--- src/rtl/wino_tile_scheduler.sv ---
// Winograd layer-pass scheduler: walks output-channel pairs by tile blocks, issues tile-buffer reads and
// aligns PE-array valids. Optional macro SCHED_PERF_CNT_EN adds a stall-cycle counter output.
module wino_tile_scheduler #(
  parameter int ADDR_W  = 8,
  parameter int OD_W    = 8,
  parameter int PE_ROWS = 4,
  parameter int PE_COLS = 4,
  parameter int RD_LAT  = 1,
  parameter int PE_LAT  = 3
) (
  input  logic              clk,
  input  logic              reset,
  input  logic              start_i,
  input  logic [ADDR_W-1:0] block_cnt_i,
  input  logic [OD_W-1:0]   od_num_i,
  input  logic              size_type_i,
  input  logic              stall_i,
  output logic              data_rd_en_o,
  output logic [ADDR_W-1:0] data_rd_addr_o,
  output logic              weight_rd_en_o,
  output logic [OD_W-1:0]   weight_rd_addr_o,
  output logic              data_valid_o,
  output logic [ADDR_W-1:0] data_addr_o,
  output logic              weight_valid_o,
  output logic [OD_W-1:0]   weight_od_o,
  output logic              size_type_o,
  output logic [ADDR_W-1:0] block_cnt_o,
  output logic              busy_o,
`ifdef SCHED_PERF_CNT_EN
  output logic [15:0]       stall_cycles_o,
`endif
  output logic              done_o
);

  localparam int DRAIN_LEN = RD_LAT + PE_LAT + PE_ROWS + PE_COLS - 2;

  typedef enum logic [1:0] {S_IDLE, S_ISSUE, S_DRAIN, S_DONE} state_t;

  state_t              state_q, state_d;
  logic [ADDR_W-1:0]   blk_q;
  logic [OD_W-1:0]     od_q;
  logic [ADDR_W-1:0]   block_cnt_q;
  logic [OD_W-1:0]     od_num_q;
  logic                size_type_q;
  logic                empty_q;
  logic [15:0]         drain_q;

  logic                start_acc;
  logic                issue_fire;
  logic                blk_last;
  logic                pair_last;
  logic                last_issue;
  logic [OD_W:0]       od_next_w;

  // The extra od bit keeps od+2 from wrapping when od_num is near 2^OD_W.
  assign start_acc  = (state_q == S_IDLE) && start_i;
  assign issue_fire = (state_q == S_ISSUE) && !empty_q && !stall_i;
  assign blk_last   = (blk_q == block_cnt_q - ADDR_W'(1));
  assign od_next_w  = {1'b0, od_q} + (OD_W+1)'(2);
  assign pair_last  = (od_next_w >= {1'b0, od_num_q});
  assign last_issue = issue_fire && blk_last && pair_last;

  always_ff @(posedge clk) begin
    if (reset) state_q <= S_IDLE;
    else       state_q <= state_d;
  end

  always_comb begin
    state_d = state_q;
    case (state_q)
      S_IDLE:  if (start_i) state_d = S_ISSUE;
      S_ISSUE: begin
        if (empty_q)         state_d = S_DONE;
        else if (last_issue) state_d = S_DRAIN;
      end
      S_DRAIN: if (drain_q == 16'd1) state_d = S_DONE;
      S_DONE:  state_d = S_IDLE;
      default: state_d = S_IDLE;
    endcase
  end

  always_comb begin
    data_rd_en_o     = issue_fire;
    weight_rd_en_o   = issue_fire;
    data_rd_addr_o   = issue_fire ? blk_q : '0;
    weight_rd_addr_o = issue_fire ? od_q  : '0;
    busy_o           = (state_q == S_ISSUE) || (state_q == S_DRAIN);
    done_o           = (state_q == S_DONE);
  end

  // Pass configuration and (blk, od) walk
  always_ff @(posedge clk) begin
    if (reset) begin
      blk_q       <= '0;
      od_q        <= '0;
      block_cnt_q <= '0;
      od_num_q    <= '0;
      size_type_q <= 1'b0;
      empty_q     <= 1'b0;
      drain_q     <= '0;
    end else begin
      if (start_acc) begin
        blk_q       <= '0;
        od_q        <= '0;
        block_cnt_q <= block_cnt_i;
        od_num_q    <= od_num_i;
        size_type_q <= size_type_i;
        empty_q     <= (block_cnt_i == '0) || (od_num_i == '0);
      end else if (issue_fire) begin
        if (blk_last) begin
          blk_q <= '0;
          if (!pair_last) od_q <= od_next_w[OD_W-1:0];
        end else begin
          blk_q <= blk_q + ADDR_W'(1);
        end
      end
      if (last_issue)                drain_q <= 16'(DRAIN_LEN);
      else if (state_q == S_DRAIN)   drain_q <= drain_q - 16'd1;
    end
  end

  assign size_type_o = size_type_q;
  assign block_cnt_o = block_cnt_q;

  logic [RD_LAT-1:0] vld_p0;
  logic [ADDR_W-1:0] daddr_p0 [RD_LAT];
  logic [OD_W-1:0]   wod_p0   [RD_LAT];

  // Read-latency delay line; invalid slots carry zero addresses
  always_ff @(posedge clk) begin
    if (reset) begin
      for (int i = 0; i < RD_LAT; i++) begin
        vld_p0[i]   <= 1'b0;
        daddr_p0[i] <= '0;
        wod_p0[i]   <= '0;
      end
    end else begin
      vld_p0[0]   <= data_rd_en_o;
      daddr_p0[0] <= data_rd_addr_o;
      wod_p0[0]   <= weight_rd_addr_o;
      for (int i = 1; i < RD_LAT; i++) begin
        vld_p0[i]   <= vld_p0[i-1];
        daddr_p0[i] <= daddr_p0[i-1];
        wod_p0[i]   <= wod_p0[i-1];
      end
    end
  end

  assign data_valid_o   = vld_p0[RD_LAT-1];
  assign weight_valid_o = vld_p0[RD_LAT-1];
  assign data_addr_o    = daddr_p0[RD_LAT-1];
  assign weight_od_o    = wod_p0[RD_LAT-1];

`ifdef SCHED_PERF_CNT_EN
  logic [15:0] stall_cnt_q;

  always_ff @(posedge clk) begin
    if (reset || start_acc)
      stall_cnt_q <= '0;
    else if ((state_q == S_ISSUE) && stall_i && (stall_cnt_q != 16'hFFFF))
      stall_cnt_q <= stall_cnt_q + 16'd1;
  end

  assign stall_cycles_o = stall_cnt_q;
`endif

endmodule

--- config.mk ---
export PLATFORM = sky130hd
export DESIGN_NAME = wino_tile_scheduler
export DESIGN_NICKNAME = d
export VERILOG_FILES = /design/src/rtl/wino_tile_scheduler.sv
export SDC_FILE = /design/constraint.sdc
export NUM_CORES = 1
export LEC_CHECK = 0
export CAP_MARGIN = 20
export CORE_ASPECT_RATIO = 1.5
export CORE_MARGIN = 3
export CORE_UTILIZATION = 50
export CTS_CLUSTER_DIAMETER = 60
export DETAILED_ROUTE_END_ITERATION = 6
export PLACE_DENSITY_LB_ADDON = 0.2
export SYNTH_ARGS = -nofsm -noshare
export SYNTH_HDL_FRONTEND = slang
export SYNTH_SLANG_ARGS = --single-unit
--- constraint.sdc ---
create_clock -name clk -period 3.4 [get_ports clk]
set_clock_uncertainty 0.15 [all_clocks]
set_input_delay 0.51 -clock clk [delete_from_list [all_inputs] [get_ports clk]]
set_output_delay 0.51 -clock clk [all_outputs]
set_load 0.005 [all_outputs]
== Word level (Yosys, flattened, before mapping) ==
Memory sizes are Yosys's and may differ from the RTL's.
Index checks and enable logic that the tools add are counted.
Word-level totals
  register bits: 53
  RAM bits: 16
  input bits: 21
  output and inout port bits: 47
  logic and storage cells: 62
  memories: 2
Cells by class
  $add $sub $neg: 4
  $lt $le $gt $ge: 1
  eq/ne operators: 8
  multiplexer cells: 17
  bitwise operators: 1
  reduce and logical (&&, ||, !) cells: 19
Memories
  daddr_p0: words 1, bits a word 8, read ports 1, clocked after Yosys merged registers in 0, wr ports 1, line 126  | logic [ADDR_W-1:0] daddr_p0 [RD_LAT];
  wod_p0: words 1, bits a word 8, read ports 1, clocked after Yosys merged registers in 0, wr ports 1, line 127  | logic [OD_W-1:0] wod_p0 [RD_LAT];
Operator list (number)
  8-bit 2-to-1 mux: 5
  16-bit by 1-bit == test with 1-bit output (second input constant): 1
  8-bit logical NOT: 2
  8-bit OR reduction: 2
  16-bit by 1-bit subtractor with 16-bit output (second input constant): 1
  8-bit by 2-bit adder with 9-bit output (second input constant): 1
  9-bit by 8-bit >= comparator with 1-bit output: 1
  8-bit by 1-bit adder with 8-bit output (second input constant): 1
  8-bit == test: 1
  2-bit 2-to-1 mux: 4
  4-bit 2-to-1 mux: 2
  2-bit case mux with 4 select lines: 1
  8-bit by 1-bit subtractor with 8-bit output (second input constant): 1
  3-bit AND reduction: 2
  1-bit logical AND: 5
  1-bit 2-to-1 mux: 5
  2-bit == test (second input constant): 2
  2-bit != test (second input constant): 2
  2-bit OR reduction: 2
  3-bit != test (second input constant): 1
  2-bit by 1-bit == test with 1-bit output (second input constant): 1
  1-bit logical NOT: 2
  2-bit logical NOT: 1
  1-bit logical OR: 2
  2 further kinds: 2

== Logic depth before layout (Yosys ltp) ==
Gate-level depths: netlist of run 1.
  word-level depth: 8
  mapped depth: 13
  mapped depth without buffers: 11

== Worst setup path after synthesis of run 1 ==
OpenSTA, ideal clock, no wires.
  path type: register to register
  from: register od_q[1]
  to: register od_q[4]
  library setup time: 0.070 ns
  arrival time: 2.584 ns
  data required time: 3.180 ns
  path slack: 0.596 ns
  stages on the path, launching flop included: 10
  path buffers: 1
  clock period less this slack: 2.804 ns
  path through: dfxtp_1 > ha_1 > and3_1 > xor2_1 > ha_1 > o41a_2 > or2_2 > buf_1 > or4_1 > a21oi_1
On the way
  longest elaborated chain between the ends: 4
Ends and longest elaborated chain
  start: declaration: line 41  | logic [OD_W-1:0] od_q;
  start signal: assignment: line 112  | if (!pair_last) od_q <= od_next_w[OD_W-1:0];
  8-bit by 2-bit adder with 9-bit output: line 59  | assign od_next_w = {1'b0, od_q} + (OD_W+1)'(2);
  via od_next_w[5]: line 53  | logic [OD_W:0] od_next_w;
  9-bit by 8-bit >= comparator with 1-bit output: line 60  | assign pair_last = (od_next_w >= {1'b0, od_num_q});
  1-bit NOT (no source line)
  3-bit AND reduction (no source line)
The timed path passes the listed nets, and every way through them passes these cells.
A chain may end at the register's enable or synchronous reset.

== Final worst setup path of run 1 ==
  from: register state_q[1]
  to: output port data_rd_addr_o[2]
On the way
  longest elaborated chain between the ends: 4
Ends and longest elaborated chain
  start: declaration: line 39  | state_t state_q, state_d;
  start signal: assignment: line 65  | else state_q <= state_d;
  2-bit by 1-bit == test with 1-bit output: line 57  | assign issue_fire = (state_q == S_ISSUE) && !empty_q && !stall_i;
  1-bit logical AND (2 in series): line 57
  8-bit 2-to-1 mux: line 85  | data_rd_addr_o = issue_fire ? blk_q : '0;
  end: declaration: line 19  | output logic [ADDR_W-1:0] data_rd_addr_o,
No other way between the ends.

==> results of run 1 <==
## final cells by class
class,count,area share
Multi-Input combinational cell,287,0.428
Sequential cell,67,0.319
Timing Repair Buffer,69,0.162
Clock buffer,9,0.0295
Clock inverter,7,0.0220
Tap cell,74,0.0220
Inverter,19,0.0170
## cell families after synthesis
| family | share of synthesized area |
|---|---|
| flops | 0.404 |
| fa+ha+maj | 0.0641 |
| simple gates | 0.277 |
| buf+inv | 0.0565 |
| compound gates | 0.102 |
| other cells | 0.00113 |
| xor+xnor | 0.0950 |
## per-layer routing
metal / wire length, um / GRT usage / share of wire
met4: 163 / 0.0923 / 0.022
met5: 0 / 0 / 0
met2: 3730 / 0.339 / 0.51
met3: 315 / 0.0525 / 0.043
met1: 3060 / 0.237 / 0.42
## sequential cells by signal, summed over array words and instances (netlist names)
signal	flops
drain_q	16
blk_q	8
block_cnt_o	8
daddr_p0	8
od_num_q	8
od_q	7
wod_p0	7
state_q	2
data_valid_o	1
empty_q	1
size_type_o	1
## stage by stage
| step | utilization | area (um^2) | setup WS, ps | hold WS, ps |
|---|---|---|---|---|
| global route | 0.666 | 4200 | 43.1 | 328 |
| global placement | 0.631 | 3980 | 501 | 289 |
| finish | 0.666 | 4200 | 194 | 307 |
| CTS | 0.666 | 4200 | 86.2 | 306 |
| detailed placement | 0.631 | 3980 | 460 | 296 |
| floorplan | - | 3320 | 596 | 281 |
## final timing paths
check | startpoint | to | slack (ps) | cells after the start
max reg2reg | od_q[2]$_SDFFE_PP0P_ | od_q[4]$_SDFFE_PP0P_ | 380 | 10
min | od_num_q[0]$_SDFFE_PP0P_ | od_num_q[0]$_SDFFE_PP0P_ | 310 | 2
min reg2reg | od_num_q[0]$_SDFFE_PP0P_ | od_num_q[0]$_SDFFE_PP0P_ | 310 | 2
max | state_q[1]$_SDFFE_PP0P_ | data_rd_addr_o[2] | 190 | 8
## power by group through the flow
stage / Sequential, mW / Combinational [mW] / Clock [mW]
2_1_floorplan: 1.00 / 0.628 / 0
4_1_cts: 1.01 / 0.851 / 0.733
3_3_place_gp: 1.02 / 0.818 / 0
3_5_place_dp: 1.03 / 0.843 / 0
5_1_grt: 1.03 / 0.957 / 0.765
6_report: 1.01 / 0.846 / 0.725
## tightest hold or removal path, stage by stage (launching register included)
cell and delay [ps]:
dfxtp_1 310, nand2_1 50, a21oi_1 50
## cells in the final DEF, fill, tap and decap left out, types with 2 or more instances in the layout
cell type / synthesis / layout
clkinv_2: 0 / 2
nor2_1: 33 / 33
or4_1: 5 / 5
o21ai_1: 2 / 2
xnor2_1: 26 / 26
nor4b_1: 2 / 2
bufinv_16: 0 / 2
clkinvlp_4: 0 / 3
or3_4: 2 / 2
clkdlybuf4s50_1: 0 / 65
nand3_1: 10 / 10
nor3_1: 9 / 9
o21ai_0: 7 / 7
and3_1: 5 / 5
a21oi_1: 33 / 33
or4_4: 2 / 2
nand2_1: 53 / 53
or2_2: 3 / 2
inv_1: 19 / 19
and2_1: 29 / 29
dfxtp_1: 67 / 67
ha_1: 17 / 17
clkbuf_8: 2 / 9
o31ai_1: 6 / 6
buf_4: 5 / 4
conb_1: 1 / 2
nor4_1: 6 / 6
xor2_1: 10 / 10
nand2b_1: 2 / 2
nand4_1: 3 / 3
==> results.md, run 1 <==
- Total power: about 2.6 mW
- Clock sink total: 67
- Kind of cell adding the most delay to the critical path: buffers and inverters
- Via count of the routed design: 2,805
- Ant diodes: 0
- Slew margin rel.: 0.484
- HPWL after DPL: roughly 5500 um
- Avg WL per Cell: 13.7 um
- Register area share after synthesis: 0.404
- Root Driver: clkbuf_8
- Arr. time, crit path: between 2000 and 3000 ps
- Residual DRC count: 0
- Layout cells sized above 1: 0.0786
- Startpoint types: register
- Io pins: 68
- Min Tclk post-route: roughly 3200 ps
- Clock slew at reported path FFs: approximately 70 ps
- Cell Chain, Critical Path: inv_1, ha_1, or2b_2, or2_4, inv_1, buf_4, and2_1, clkdlybuf4s50_1
- Netlist cell types: between 40 and 50
- Most numerous cell in the Yosys netlist: dfxtp_1
- Syn_area_per_cell: 8.47 um^2
- Core Rows: 35
- Maxcap violations: 0
- Switching power: between 800 and 900 uW
- Gr usage total: 0.203
- Netlist Area Pre-Place: between 3000 and 4000 um^2
- Clock power share: 0.281
- FFs w/ async S/R, synth: 0
- Ys Warns: 0
- Setup Buffers After CTS: 0
- Worst VDD drop: roughly 0.44 mV
- Horiz. Die Dim: slightly above 70 um
- GR Overflow Total: 0
- Crit path top cell by count: inv_1
- Filler cell count: between 500 and 600
- CTS Hold Buffers Added: 0
- Fin crit share: 0.943
- CP Capture Type: output port
- PwrDens: 615 nW/um^2
- Number of global-route vias before repair: 2,666
- CP peak stage delay: 510 ps
- Slowest library cell on the worst path: clkdlybuf4s50_1
- Post-Synthesis Cells: approximately 390
- Fin. max-slew vios: 0
- FMAX: approximately 310 MHz
- Sw Share: 0.338
- Layout Nets: between 400 and 500
- Leakage power: ~1.6 nW
- Antenna violations before repair: 0
- Worst Tran Pin Value: a little under 800 ps
- Antenna Violating Nets Remaining: 0
- Largest net degree at the start of global routing: 24
- Drt total wl: around 7300 um
- Synth cell count leaders: dfxtp_1 (67), nand2_1 (53), a21oi_1 (33), nor2_1 (33), and2_1 (29)
- Synth Register Bits: 67
- Leading area contributor after synthesis: dfxtp_1
- Routability Congestion: 0.823
- Worst min-delay path class: reg -> reg
- CP Class: reg -> out
- Combinational Power Share: 0.328
- Clock Path Buffers: 2
- Initial DRC Count: approximately 100
- Setup violations, final: 0
- Register area: 1340 um^2
- Drt pass-1 iters: 4
- H-Tree Depth: 3
- Area of the multi-input gates: 1800 um^2
- Status: complete, no violations
- CTS buffer count: 9
- Post-CTS Resized: 0
- Initial core utilization: 0.527
- Post-synth top flop: dfxtp_1
- First-pass GRT wire length: approximately 12,000 um
- Final cell count without fillers: around 530
- CP max FO: 10
- IO buf count: 65
- CP Buf/Inv Count: 4
- CTS tree: yes
- EDFF count, synth: 0
- Die area: 7680 um^2
- P&R area growth vs syn: 26.5%
- Post-synth top area share: 0.404
- Worst EP required: ~2700 ps
- Top cells by area, synth: dfxtp_1 (40%), xnor2_1 (6.9%), ha_1 (6.4%)
- Dpl cells: 516
- RSZ-0062 raised after global routing: no
- Core area: approximately 6300 um^2
- Clk_lat worst skew: approximately 340 ps
- DIE HEIGHT: approximately 110 um
- Vias per cell: around 5.3
- Int Pwr: approximately 1.7 mW
- Post-route setup TNS: 0 ps
- Sequential share of power: 0.391
- Hold Fails Final Rpt: 0
(Power assumes the default switching activity.)
==> run 2, diff against run 1 <==
Settings changed: CORE_MARGIN 3 to default.
==> run 2 against run 1 <==
Clock-buffer cell count up 1. Cell count rose by 0.19%. Wire length decreased by 0.94%. Utilization decreased by 1.3 points. Critical path type unchanged. Largest cell class unchanged. Largest power group unchanged.
==> results.md, run 2 (synthesized netlist as in run 1, its figures left out) <==
- Maxcap violations: 0 (unchanged)
- Residual DRC count: 0 (unchanged)
- Total power: 2.57 mW (-0.49%)
- Number of global-route vias before repair: 2,588 (-2.9%)
- Startpoint types: register
- Fin crit share: 0.943 (about the same)
- Drt total wl: 7200 um (-0.94%)
- Gr usage total: 0.230 (+0.0270)
- GR Overflow Total: 0 (unchanged)
- Post-route setup TNS: 0 ps (unchanged)
- Clock Path Buffers: 2 (unchanged)
- Antenna violations before repair: 0 (unchanged)
- IO buf count: 65 (unchanged)
- Clock slew at reported path FFs: 70 ps (about the same)
- Min Tclk post-route: 3210 ps (+0.282 ps)
- Largest register FFs: 16 (unchanged)
- Setup Buffers After CTS: 0 (unchanged)
- Worst Tran Pin Value: 794 ps (+22.9 ps)
- Core Rows: 36 (+2.9%)
- CP Class: reg -> out
- CTS Hold Buffers Added: 0 (unchanged)
- RSZ-0062 raised after global routing: no
- CTS buffer count: 9 (unchanged)
- CP peak stage delay: 510 ps (about the same)
- Antenna Violating Nets Remaining: 0 (unchanged)
- H-Tree Depth: 3 (unchanged)
- Finished Cell Area: 4210 um^2 (+0.12%)
- Placed Area: 3980 um^2 (about the same)
- Setup violations, final: 0 (unchanged)
- Routability Congestion: 0.805 (-2.1%)
- Arr. time, crit path: 2550 ps (about the same)
- CTS tree: yes
- Io pins: 68 (unchanged)
- Layout Nets: 491 (unchanged)
- Status: complete, no violations
- Ant diodes: 0 (unchanged)
- Largest reg by FF count: drain_q
- Die area: 6980 um^2 (-9.1%)
- Slowest library cell on the worst path: clkdlybuf4s50_1
- DIE HEIGHT: 102 um (-3.8%)
- Avg WL per Cell: 13.5 um (-1.1%)
- P&R area growth vs syn: 26.6%
- Layout cells sized above 1: 0.0788 (+0.000172)
- CP Buf/Inv Count: 4 (unchanged)
- Slew margin rel.: 0.469 (-0.0153)
- CP Capture Type: output port
- Hold Worst Slack: 302 ps (-5.18 ps)
- Clock sink total: 67 (unchanged)
- Root Driver: clkbuf_8
- Filler cell count: 580 (+6.2%)
- First-pass GRT wire length: 11,800 um (-4.5%)
- Drt pass-1 iters: 4 (unchanged)
- Initial core utilization: 0.516 (-0.0110)
- FMAX: 312 MHz (about the same)
- Kind of cell adding the most delay to the critical path: buffers and inverters
- Vias per cell: 5.27 (-0.12%)
- Commonest non-fill, non-tap cell in the layout: dfxtp_1
- Horiz. Die Dim: 68.5 um (-5.5%)
- Worst EP required: 2740 ps (about the same)
- Worst min-delay path class: reg -> reg
- Register area: 1340 um^2 (unchanged)
- Clk_lat worst skew: 350 ps (about the same)
- Core area: 6440 um^2 (+2.1%)
- Fin. max-slew vios: 0 (unchanged)
- Area of the multi-input gates: 1800 um^2 (unchanged)
- HPWL after DPL: 5390 um (-1.6%)
- Leakage power: 1.59 nW (+0.39%)
- Hold Fails Final Rpt: 0 (unchanged)
- CP max FO: 7 (-3)
- Initial DRC Count: 156 (+51%)
- Most frequent cells in the layout: dfxtp_1 (67), clkdlybuf4s50_1 (65), nand2_1 (53), nor2_1 (33), a21oi_1 (33)
- Worst VDD drop: 0.337 mV (-23%)
- Via count of the routed design: 2,807 (+0.071%)
- Largest net degree at the start of global routing: 21 (-13%)
- Cell Chain, Critical Path: inv_1, ha_1, or2b_2, or2_4, inv_2, buf_4, and2_1, clkdlybuf4s50_1
- PwrDens: 611 nW/um^2 (-0.61%)
## run 2: cell types whose count changed in the layout (fill, tap and decap cells not counted)
cell,change
clkinvlp_4,-2
buf_4,-1
buf_6,+1
clkbuf_8,+1
inv_1,-1
inv_2,+1
## run 2: final cells by class
type,count,share of cell area
clock buffer,10,0.0327
clock inverter,5,0.0184
inverter,19,0.0170
multi-input combinational,287,0.428
sequential,67,0.319
tap,76,0.0226
timing repair buffer,69,0.163
## run 2: per-layer routing
metal	vias to the layer above	wire, um	track usage
li1	1425	-	-
met4	0	193	0.119
met1	1295	3030	0.270
met3	16	293	0.0513
met5	-	0	0
met2	71	3680	0.382
## run 2: metrics by stage
step	instances	setup WS, ps	util
global route	533	67.1	0.653
CTS	533	7.11	0.652
global placement	518	429	0.618
finish	533	194	0.653
detailed placement	518	431	0.618
floorplan	393	596	-
## run 2: report_power, final
part	leakage (nW)	internal (mW)	switching, mW	total, mW
registers	0.544	0.897	0.112	1.01
clock network	0.108	0.426	0.299	0.725
logic	0.936	0.397	0.437	0.834
## run 2: worst register-to-register path, stage by stage (launching register included)
cell and delay (ps):
dfxtp_1 390, inv_1 90, ha_1 200, or2b_1 260
or3_2 460, a221oi_2 380, and3_1 370, a21o_1 480
nor2_1 100
## run 2: timing repair
item	CTS	global route
resized for setup	0	3
endpoints found under the hold margin	0	0
endpoints found under the setup margin	0	14
## run 2: final timing paths
kind	start	end	slack [ps]	cells past startpoint
setup reg to reg	block_cnt_o[0]$_SDFFE_PP0P_	drain_q[15]$_SDFFE_PP0P_	410	8
setup / recovery	state_q[1]$_SDFFE_PP0P_	data_rd_addr_o[2]	190	8
hold / removal	od_num_q[0]$_SDFFE_PP0P_	od_num_q[0]$_SDFFE_PP0P_	300	2
hold reg to reg	od_num_q[0]$_SDFFE_PP0P_	od_num_q[0]$_SDFFE_PP0P_	300	2
